`config.mk`:
```
export PLATFORM = sky130hd
export DESIGN_NAME = sd_cmd_host
export DESIGN_NICKNAME = d
export VERILOG_FILES = /design/src/rtl/sd_cmd_host.sv
export SDC_FILE = /design/constraint.sdc
export NUM_CORES = 1
export LEC_CHECK = 0
export BUFFER_PORTS_ARGS = -buffer_cell sky130_fd_sc_hd__buf_2
export CORE_MARGIN = 10
export CORE_UTILIZATION = 62
export DETAILED_ROUTE_END_ITERATION = 10
export HOLD_SLACK_MARGIN = 0.12
export PLACE_DENSITY = 0.86
export SLEW_MARGIN = 20
export SYNTH_ARGS = -nofsm -noshare
export SYNTH_HDL_FRONTEND = slang
export SYNTH_SLANG_ARGS = --single-unit
```
`constraint.sdc`:
```
create_clock -name clock -period 4.47 [get_ports clock]
set_input_delay 0.447 -clock clock [delete_from_list [all_inputs] [get_ports clock]]
set_output_delay 0.447 -clock clock [all_outputs]
set_load 0.01 [all_outputs]
```
`src/rtl/sd_cmd_host.sv`:
```
// sd_cmd_host: SD CMD-line host; sends a 48-bit command frame with CRC7 and optionally receives a 48-bit response.
module sd_cmd_host #(
  parameter int CLOCK_DIV = 50,
  parameter int NCR_MAX = 64,
  parameter int NCC_CLOCKS = 8
) (
  input  logic        clock,
  input  logic        reset,
  input  logic        start,
  input  logic [5:0]  cmd_index,
  input  logic [31:0] cmd_arg,
  input  logic        expect_response,
  input  logic        check_crc,
  output logic        busy,
  output logic        done,
  output logic [37:0] resp_data,
  output logic        resp_error,
  output logic        resp_timeout,
  output logic        sd_clock,
  output logic        sd_cmd_out,
  output logic        sd_cmd_oe,
  input  logic        sd_cmd_in
);
  localparam int DW = $clog2(CLOCK_DIV);
  localparam int CW = $clog2(NCR_MAX + NCC_CLOCKS + 64);
  typedef enum logic [2:0] {IDLE, SEND, WAIT_RESP, RECV, NCC} state_t;
  state_t state, state_n;
  logic [DW-1:0] div_cnt;
  logic [CW-1:0] cnt;
  logic [39:0] sh;
  logic [45:0] rx;
  logic [6:0] crc;
  logic exp_r, chk_r, cmd_s1, cmd_s2;
  logic div_end, rise_tick, fall_tick;
  function automatic logic [6:0] crc_step(input logic [6:0] c, input logic b);
    return {c[5:3], c[2] ^ b ^ c[6], c[1:0], b ^ c[6]};
  endfunction
  assign div_end = div_cnt == DW'(CLOCK_DIV - 1);
  assign rise_tick = div_end && !sd_clock;
  assign fall_tick = div_end && sd_clock;
  assign busy = state != IDLE;
  always_comb begin
    state_n = state;
    case (state)
      IDLE: state_n = start ? SEND : IDLE;
      SEND: if (fall_tick && cnt == CW'(48)) state_n = exp_r ? WAIT_RESP : NCC;
      WAIT_RESP: if (rise_tick) state_n = !cmd_s2 ? RECV : cnt == CW'(NCR_MAX - 1) ? NCC : WAIT_RESP;
      RECV: if (rise_tick && cnt == CW'(46)) state_n = NCC;
      NCC: if (rise_tick && cnt == CW'(NCC_CLOCKS - 1)) state_n = IDLE;
      default: state_n = IDLE;
    endcase
  end
  always_ff @(posedge clock) begin
    if (reset) begin
      state <= IDLE;
      done <= 1'b0;
      resp_data <= '0;
      resp_error <= 1'b0;
      resp_timeout <= 1'b0;
      sd_clock <= 1'b0;
      sd_cmd_out <= 1'b1;
      sd_cmd_oe <= 1'b0;
      div_cnt <= '0;
      cnt <= '0;
      sh <= '0;
      rx <= '0;
      crc <= '0;
      exp_r <= 1'b0;
      chk_r <= 1'b0;
      cmd_s1 <= 1'b1;
      cmd_s2 <= 1'b1;
    end else begin
      state <= state_n;
      done <= state == NCC && state_n == IDLE;
      div_cnt <= div_end ? '0 : div_cnt + 1'b1;
      sd_clock <= sd_clock ^ div_end;
      cmd_s1 <= sd_cmd_in;
      cmd_s2 <= cmd_s1;
      case (state)
        IDLE: if (start) begin
          sh <= {2'b01, cmd_index, cmd_arg};
          exp_r <= expect_response;
          chk_r <= check_crc;
          crc <= '0;
          cnt <= '0;
          resp_error <= 1'b0;
          resp_timeout <= 1'b0;
        end
        SEND: if (fall_tick) begin
          cnt <= cnt == CW'(48) ? '0 : cnt + 1'b1;
          sd_cmd_oe <= cnt != CW'(48);
          if (cnt < CW'(40)) begin
            sd_cmd_out <= sh[39];
            sh <= {sh[38:0], 1'b0};
            crc <= crc_step(crc, sh[39]);
          end else if (cnt < CW'(47)) begin
            sd_cmd_out <= crc[6];
            crc <= {crc[5:0], 1'b0};
          end else sd_cmd_out <= 1'b1;
        end
        WAIT_RESP: if (rise_tick) begin
          cnt <= (!cmd_s2 || cnt == CW'(NCR_MAX - 1)) ? '0 : cnt + 1'b1;
          crc <= '0;
          if (cmd_s2 && cnt == CW'(NCR_MAX - 1)) resp_timeout <= 1'b1;
        end
        // rx collects frame bits 46..1; the end bit is judged as it arrives
        RECV: if (rise_tick) begin
          cnt <= cnt == CW'(46) ? '0 : cnt + 1'b1;
          rx <= {rx[44:0], cmd_s2};
          if (cnt < CW'(39)) crc <= crc_step(crc, cmd_s2);
          if (cnt == CW'(46)) begin
            resp_data <= rx[44:7];
            resp_error <= rx[45] || (chk_r && rx[6:0] != crc) || !cmd_s2;
          end
        end
        NCC: if (rise_tick) cnt <= cnt + 1'b1;
        default: ;
      endcase
    end
  end
endmodule

```
# After elaboration in Yosys (flattened, before gate mapping)
# Cells that the tools add are included.
# W data, S select, Z words.
[word_totals]
output_inout_bits = 45
register_bits = 158
[classes]
n_eq_ne = 21
mux = 39
n_lt_le_gt_ge = 3
n_reduce_logical = 31
n_bitwise = 7
addsub = 2
[op_table]
columns = ["op", "n"]
rows = [
  ["$mux W40", 3],
  ["$pmux W40 S2", 1],
  ["$mux W8", 8],
  ["$mux W7", 7],
  ["$pmux W8 S5", 1],
  ["$pmux W7 S4", 1],
  ["$eq A8 B6 Y1 const B", 3],
  ["$lt A8 B6 Y1 const B", 3],
  ["$mux W3", 7],
  ["$ne A2 B2 Y1 const B", 9],
  ["$pmux W3 S5", 1],
  ["$reduce_and A4 Y1", 3],
  ["$add A8 B1 Y8 const B", 1],
  ["$eq A8 B3 Y1 const B", 1],
  ["$logic_and A1 B1 Y1", 8],
  ["$mux W1", 8],
  ["$ne A8 B6 Y1 const B", 1],
  ["$ne A7 B7 Y1", 1],
  ["$reduce_and A7 Y1", 1],
  ["$xor A1 B1 Y1", 7],
  ["$add A6 B1 Y6 const B", 1],
  ["$eq A3 B2 Y1 const B", 2],
  ["$eq A6 B6 Y1 const B", 1],
  ["$logic_not A3 Y1", 2],
  ["14 further kinds", 22],
]

# Logic depth before layout (Yosys ltp)
# Gate-level depths: netlist (run 1).
[depth]
ltp_word = 7
ltp_mapped = 10
mapped_depth_nobuf = 9

# Worst setup path after synthesis (run 1)
# OpenSTA, ideal clock, no wires.
[synth_timing]
path_kind = "register to register"
start = "reg div_cnt[0]"
end = "reg cnt[7]"
required_ps = 4384
arrival_time_ps = 2028
path_stages_with_launch = 10
setup_slack_ps = 2357
cell_sequence = "dfxtp_1 ha_1 and4_1 ha_1 or4bb_1 nand3_1 or2_2 buf_4 a31oi_1 a211oi_1"
[synth_via]
elab_chain_len = 4
[synth_lines]
columns = ["element", "line", "text"]
rows = [
  ["start: declaration", "28", "logic [DW-1:0] div_cnt;"],
  ["start signal: assignment", "75", "div_cnt <= div_end ? '0 : div_cnt + 1'b1;"],
  ["$eq A6 B6 Y1 *", "38", "assign div_end = div_cnt == DW'(CLOCK_DIV - 1);"],
  ["$logic_and A1 B1 Y1 (on tied branches)", "40, 39", ""],
  ["$ne A2 B2 Y1 (no line)", "n/a", ""],
  ["$reduce_and A6 Y1 (no line) *", "n/a", ""],
  ["end signal: assignment", "90", "cnt <= cnt == CW'(48) ? '0 : cnt + 1'b1;"],
  ["end signal: assignment", "102", "cnt <= (!cmd_s2 || cnt == CW'(NCR_MAX - 1)) ? '0 : cnt + 1'b1;"],
  ["end signal: assignment", "108", "cnt <= cnt == CW'(46) ? '0 : cnt + 1'b1;"],
  ["end: declaration", "29", "logic [CW-1:0] cnt;"],
]
# Mark *: on every way between the ends. The rest lies on a longest branch, timed or not.
# A chain may end at the register's enable or synchronous reset.

# Final worst setup path (run 1)
[layout_timing]
start = "reg state[0]"
end = "reg sh[20]"
[layout_via]
elab_chain_len = 3
[layout_lines]
columns = ["element", "line", "text"]
rows = [
  ["start: declaration", "27", "state_t state, state_n;"],
  ["start signal: assignment", "73", "state <= state_n;"],
  ["$eq A3 B1 Y1 / $logic_not A3 Y1 (equally long branches)", "79", "case (state)"],
  ["$ne A2 B2 Y1 (no line) / $reduce_bool A2 Y1 (equally long branches)", "n/a", ""],
  ["$reduce_and A4 Y1 (no line)", "n/a", ""],
  ["end signal: assignment", "81", "sh <= {2'b01, cmd_index, cmd_arg};"],
  ["end signal: assignment", "94", "sh <= {sh[38:0], 1'b0};"],
  ["end: declaration", "30", "logic [39:0] sh;"],
]
# Parallel ways exist; a longest one is shown, timed or not.

==> metrics, run 1 <==
DRT met1 WL=6620 um; H-tree levels=4; clock transition at the registers of the reported paths=0.06 ns; R2R Setup Slk=1.45 ns; CP bufs+invs=1; synthesized net count=881; vias in the first global route=5591; kind of start point of the critical path=register; Most used DFF post-synth=dfxtp_1; dpl cells=998; CTS tree=built; # setup viols final=0; root buf cell=clkbuf_8; crit end category=register; combinational power share=6.6%; largest fanout on the critical path=47; sw frac=24.8%; total track usage=20.4%; non-filler cells, final=1031; CP Cell Sequence=nor3b_4 -> nand2_1 -> o21ai_4 -> buf_4 -> nor2_1 -> a311oi_1; Final Wtd Congestion=0.900; CTS Buf Count=17; synthesized cell area=0.00659 mm2; largest net degree at the start of global routing=115; via count=5924; Layout area overhead=14.7%; Crit path arrival time=3.45 ns; Post-CTS Resized=0; CP max stage cell=o21ai_4; Sink Count=158; metal2 WL=7820 um; initial antenna violation count=0; # nets final=934; Initial Util=63.8%; share of cells above drive strength 1=16.0%; standard-cell rows=37; Mean Syn Cell Area=7.95 um2; Highest Signal Layer=met4; Max clock buf depth=2; pwr/cell area=399 mW/mm2; HP Class=input port to register; share of power burned in registers=48.9%; global-route wire length before repair=25700 um; Slew HR=30.0%; Worst-Skew Late Latency=0.53 ns; chip height=123 um; Cells after Synth=829; Post-synth ARST share=0%; CP required=4.90 ns; Antenna Nets Post-Route=0; commonest cells after routing, fill and taps aside=nand2_1 (263), dfxtp_1 (158), a21oi_1 (101); detailed router's first-iteration violation count=665; Distinct cells, synth=57; Post-DP HPWL=10200 um; I/O pin total=89; # Max-Cap Violations=0; post-synthesis sequential area ratio=48.0%; WS Path Type=register to register; Core Region=0.0103 mm2; final wirelength=15800 um; WL/cell=15.3 um; commonest non-fill, non-tap cell in the layout=nand2_1; Fmax=331 MHz; min cycle time layout=3.02 ns; Tot Pwr=3.01 mW; Slew Limit Fails=0; Leak Pwr=2.84 nW; grt total ovfl=0; # fillers=777; Final period util=67.6%; synth warn=0; Sw Pwr=0.749 mW; Clock Skew=0.00982 ns; First-pass DRT Iterations=7; Die X=123 um; Peak VDD IR=0.314 mV; Crit path largest cell delay=0.85 ns; FF+latch count, synth=158; input/output buffers=88; unrepaired setup endpoints after global routing=false; DRC errors left=0; Final Hold Viols=0; cell family with most CP delay=compound AO/OA/AOI/OAI gates; metal3 WL=1150 um; Die ar.=0.0151 mm2; Ant. Diodes=0; Post-synth EDFFs=0; status=finished, final reports clean; Pint=2.27 mW; Clock power frac=44.5%; TNS Setup=0 ns; Least-Margin Pin Slew=1.05 ns; DR vias/cell=5.75
## Yosys cell counts, drive strengths merged (5+ instances only)
master,count,area share (%)
inv,9,0.51
a21oi,101,7.7
a31oi,5,0.47
nand3,20,1.5
nor2,64,3.8
mux2i,6,0.91
dfxtp,158,48
nand2,263,15
xnor2,5,0.66
buf,36,2.9
a311oi,37,4.9
nor3,8,0.61
o21ai,11,0.89
clkbuf,27,1.5
nand4,10,0.95
ha,8,1.5
xor2,7,0.93
## power groups by stage
stage / combinational, mW / sequential, mW / clock (mW)
after global routing: 0.223 / 1.48 / 1.41
after global placement: 0.183 / 1.50 / 0
final: 0.199 / 1.47 / 1.34
after floorplan: 0.152 / 1.49 / 0
after CTS: 0.197 / 1.47 / 1.35
after detailed placement: 0.193 / 1.50 / 0
## what timing repair did
action	4_1_cts	5_1_grt
setup buffers	0	0
hold buffers	1	0
endpoints found under the hold margin	1	0
## through the flow
stage / hold WS (ns) / area, um2 / util (%) / worst slack (ns)
3_5_place_dp: 0.419 / 6990 / 67.7 / 1.50
3_3_place_gp: 0.395 / 6990 / 67.7 / 1.71
4_1_cts: 0.142 / 7550 / 73.2 / 1.45
5_1_grt: 0.161 / 7560 / 73.2 / 1.10
6_report: 0.152 / 7560 / 73.2 / 1.45
2_1_floorplan: 0.389 / 6590 / - / 2.36
## area by class of cell
| cell class | instances | area [um2] | share of cell area (%) |
|---|---|---|---|
| Clock buffer | 18 | 418 | 5.53 |
| Clock inverter | 14 | 134 | 1.77 |
| Inverter | 9 | 33.8 | 0.447 |
| Multi-Input combinational cell | 599 | 3120 | 41.3 |
| Sequential cell | 158 | 3160 | 41.9 |
| Tap cell | 136 | 170 | 2.25 |
| Timing Repair Buffer | 97 | 517 | 6.84 |
## path summary, 6_finish.rpt
| kind | to | cells after the start | from |
|---|---|---|---|
| worst max-delay path | sh[20] | 6 | state[0] |
| worst min-delay path | chk_r | 3 | check_crc |
| worst max register to register | sh[20] | 6 | state[0] |
| worst min register to register | cmd_s2 | 1 | cmd_s1 |
## metal layers
| metal | global-route usage [%] | vias up |
|---|---|---|
| met1 | 23.9 | 2804 |
| met5 | 0 | - |
| li1 | - | 2923 |
| met3 | 6.75 | 21 |
| met2 | 34.5 | 176 |
| met4 | 6.70 | 0 |
## cells by family after synthesis
logic type | after synthesis | synth area share (%)
XOR/XNOR | 12 | 1.60
buffers and inverters | 72 | 4.98
multiplexers | 7 | 1.08
AO/OA/AOI/OAI | 176 | 17.2
flip-flops | 158 | 48.0
AND/OR/NAND/NOR | 396 | 25.6
adder cells (fa/ha/maj) | 8 | 1.52
## tightest hold or removal path, stage by stage
cell and delay [ns]:
buf_2 0.07, mux2i_1 0.05, nor2_1 0.07
## flip-flops by register name (all words and copies together) (netlist names)
signal / count
cmd_s1: 1
div_cnt: 6
sd_cmd_out: 1
chk_r: 1
sd_clock: 1
resp_error: 1
exp_r: 1
rx: 46
done: 1
resp_timeout: 1
resp_data: 38
crc: 7
cnt: 8
state: 3
sh: 40
sd_cmd_oe: 1
cmd_s2: 1
Note: power is estimated with default switching activity, not from simulation.
==> inputs of run 2 (changes only) <==
CORE_UTILIZATION = 52   (was 62)
PLACE_DENSITY = 0.77   (was 0.86)
clock period = 2.4 ns   (was 4.47 ns; I/O delays follow)
==> metrics, run 2 (synthesized netlist as in run 1, its figures left out) <==
setup ws final=0.150 ns (was 1.45 ns); commonest cells after routing, fill and taps aside=nand2_1 (263), dfxtp_1 (158), a21oi_1 (101) (unchanged); Slew Limit Fails=0 (unchanged); chip height=133 um (was 123 um); pwr/cell area=726 mW/mm2 (was 399 mW/mm2); root buf cell=clkbuf_16 (was clkbuf_8); dpl cells=1046 (was 998); Layout Utilization=65.8% (was 73.2%); detailed router's first-iteration violation count=534 (was 665); Final Hold Viols=0 (unchanged); Leak Pwr=3.13 nW (was 2.84 nW); Sw Pwr=1.44 mW (was 0.749 mW); Slew HR=61.5% (was 30.0%); largest register by flop count=rx (unchanged); I/O pin total=89 (unchanged); sw frac=24.1% (was 24.8%); H-tree levels=4 (unchanged); Clock power frac=46.5% (was 44.5%); max reg flops=46 (unchanged); Sink Count=158 (unchanged); Core Region=0.0125 mm2 (was 0.0103 mm2); share of cells above drive strength 1=16.6% (was 16.0%); Die ar.=0.0176 mm2 (was 0.0151 mm2); final wirelength=16600 um (was 15800 um); Final Wtd Congestion=0.844 (was 0.900); standard-cell rows=41 (was 37); CP required=2.71 ns (was 4.90 ns); share of power burned in registers=45.8% (was 48.9%); commonest non-fill, non-tap cell in the layout=nand2_1 (unchanged); global-route wire length before repair=27000 um (was 25700 um); CTS tree=built (unchanged); input/output buffers=88 (unchanged); min cycle time layout=2.25 ns (was 3.02 ns); crit end category=register (unchanged); DR vias/cell=5.43 (was 5.75); total track usage=18.0% (was 20.4%); Die X=133 um (was 123 um); Pint=4.54 mW (was 2.27 mW); Crit path arrival time=2.57 ns (was 3.45 ns); CTS Buf Count=17 (unchanged); kind of start point of the critical path=register (unchanged); Antenna Nets Post-Route=0 (unchanged); Peak VDD IR=0.630 mV (was 0.314 mV); Fmax=444 MHz (was 331 MHz); number of buffers added for setup after CTS=0 (unchanged); multi-input logic area=0.00312 mm2 (unchanged); combinational power share=7.7% (was 6.6%); vias in the first global route=5639 (was 5591); Post-DP HPWL=9750 um (was 10200 um); # Max-Cap Violations=0 (unchanged); via count=6087 (was 5924); WS Path Type=register to register (unchanged); clock transition at the registers of the reported paths=0.06 ns (about the same); largest registers=rx: 46 flops, sh: 40 flops, resp_data: 38 flops (unchanged); Layout area overhead=24.9% (was 14.7%); Max clock buf depth=2 (unchanged); TNS Setup=0 ns (unchanged); Worst-Skew Late Latency=0.43 ns (was 0.53 ns); # nets final=987 (was 934); WL/cell=14.8 um (was 15.3 um); largest fanout on the critical path=39 (was 47); Sequential Area=0.00316 mm2 (unchanged); Clock Skew=0.00897 ns (was 0.00982 ns); non-filler cells, final=1121 (was 1031); Tot Pwr=5.97 mW (was 3.01 mW); Final period util=93.8% (was 67.6%); HP Class=input port to register (unchanged); Least-Margin Pin Slew=0.576 ns (was 1.05 ns); status=finished, final reports clean (unchanged); First-pass DRT Iterations=4 (was 7); largest net degree at the start of global routing=79 (was 115); # fillers=1071 (was 777); grt total ovfl=0 (unchanged); Initial Util=52.6% (was 63.8%); unrepaired setup endpoints after global routing=true (was false); DRC errors left=0 (unchanged); initial antenna violation count=1 (was 0); pre-CTS setup slack=0.151 ns (was 1.50 ns); # setup viols final=0 (unchanged)
run 2: cell type report:
class                      instances  area share [%]
antenna                            1          0.0304
clock buffer                      20            5.67
clock inverter                    12            1.82
inverter                           9           0.410
multi-input combinational        599            37.9
sequential                       158            38.4
tap                              172            2.61
timing repair buffer             150            13.1
run 2: power by group through the flow:
stage,clock (mW),sequential (mW),combinational (mW)
floorplan,0,2.78,0.284
global placement,0,2.79,0.379
detailed placement,0,2.79,0.384
CTS,2.83,2.73,0.438
global route,2.93,2.74,0.509
finish,2.77,2.74,0.461
run 2: worst paths after layout:
| kind | end | start | slack (ns) | cells past startpoint |
|---|---|---|---|---|
| max | sh[24] | div_cnt[0] | 0.15 | 8 |
| min | rx[6] | reset | 0.25 | 2 |
| max reg2reg | sh[24] | div_cnt[0] | 0.15 | 8 |
| min reg2reg | cmd_s2 | cmd_s1 | 0.41 | 1 |
run 2: through the flow:
step	hold WS, ns	instance area, um2
6_report	0.247	8230
5_1_grt	0.258	8230
4_1_cts	0.235	8200
3_5_place_dp	0.394	7170
3_3_place_gp	0.397	7170
2_1_floorplan	0.344	6590
run 2: worst max-delay path, stage by stage, from the launching register on:
cell and delay (ns):
dfxtp_1 0.37, ha_1 0.15, and4_1 0.23, ha_1 0.29, nand2_1 0.20, o21ai_4 0.25
buf_12 0.24, nor2_1 0.09, a311oi_1 0.31
run 2: per-layer routing:
metal	wire length, um	GRT usage (%)	share of wire [%]
met1	7550	23.2	46
met2	7940	28.3	48
met3	892	4.84	5.4
met4	202	6.17	1.2
met5	0	0	0
run 2: repair_timing:
| action | 4_1_cts | 5_1_grt |
|---|---|---|
| setup endpoints to repair | 0 | 7 |
| resized for setup | 0 | 2 |
| hold buffers | 41 | 0 |
| endpoints found under the hold margin | 41 | 0 |
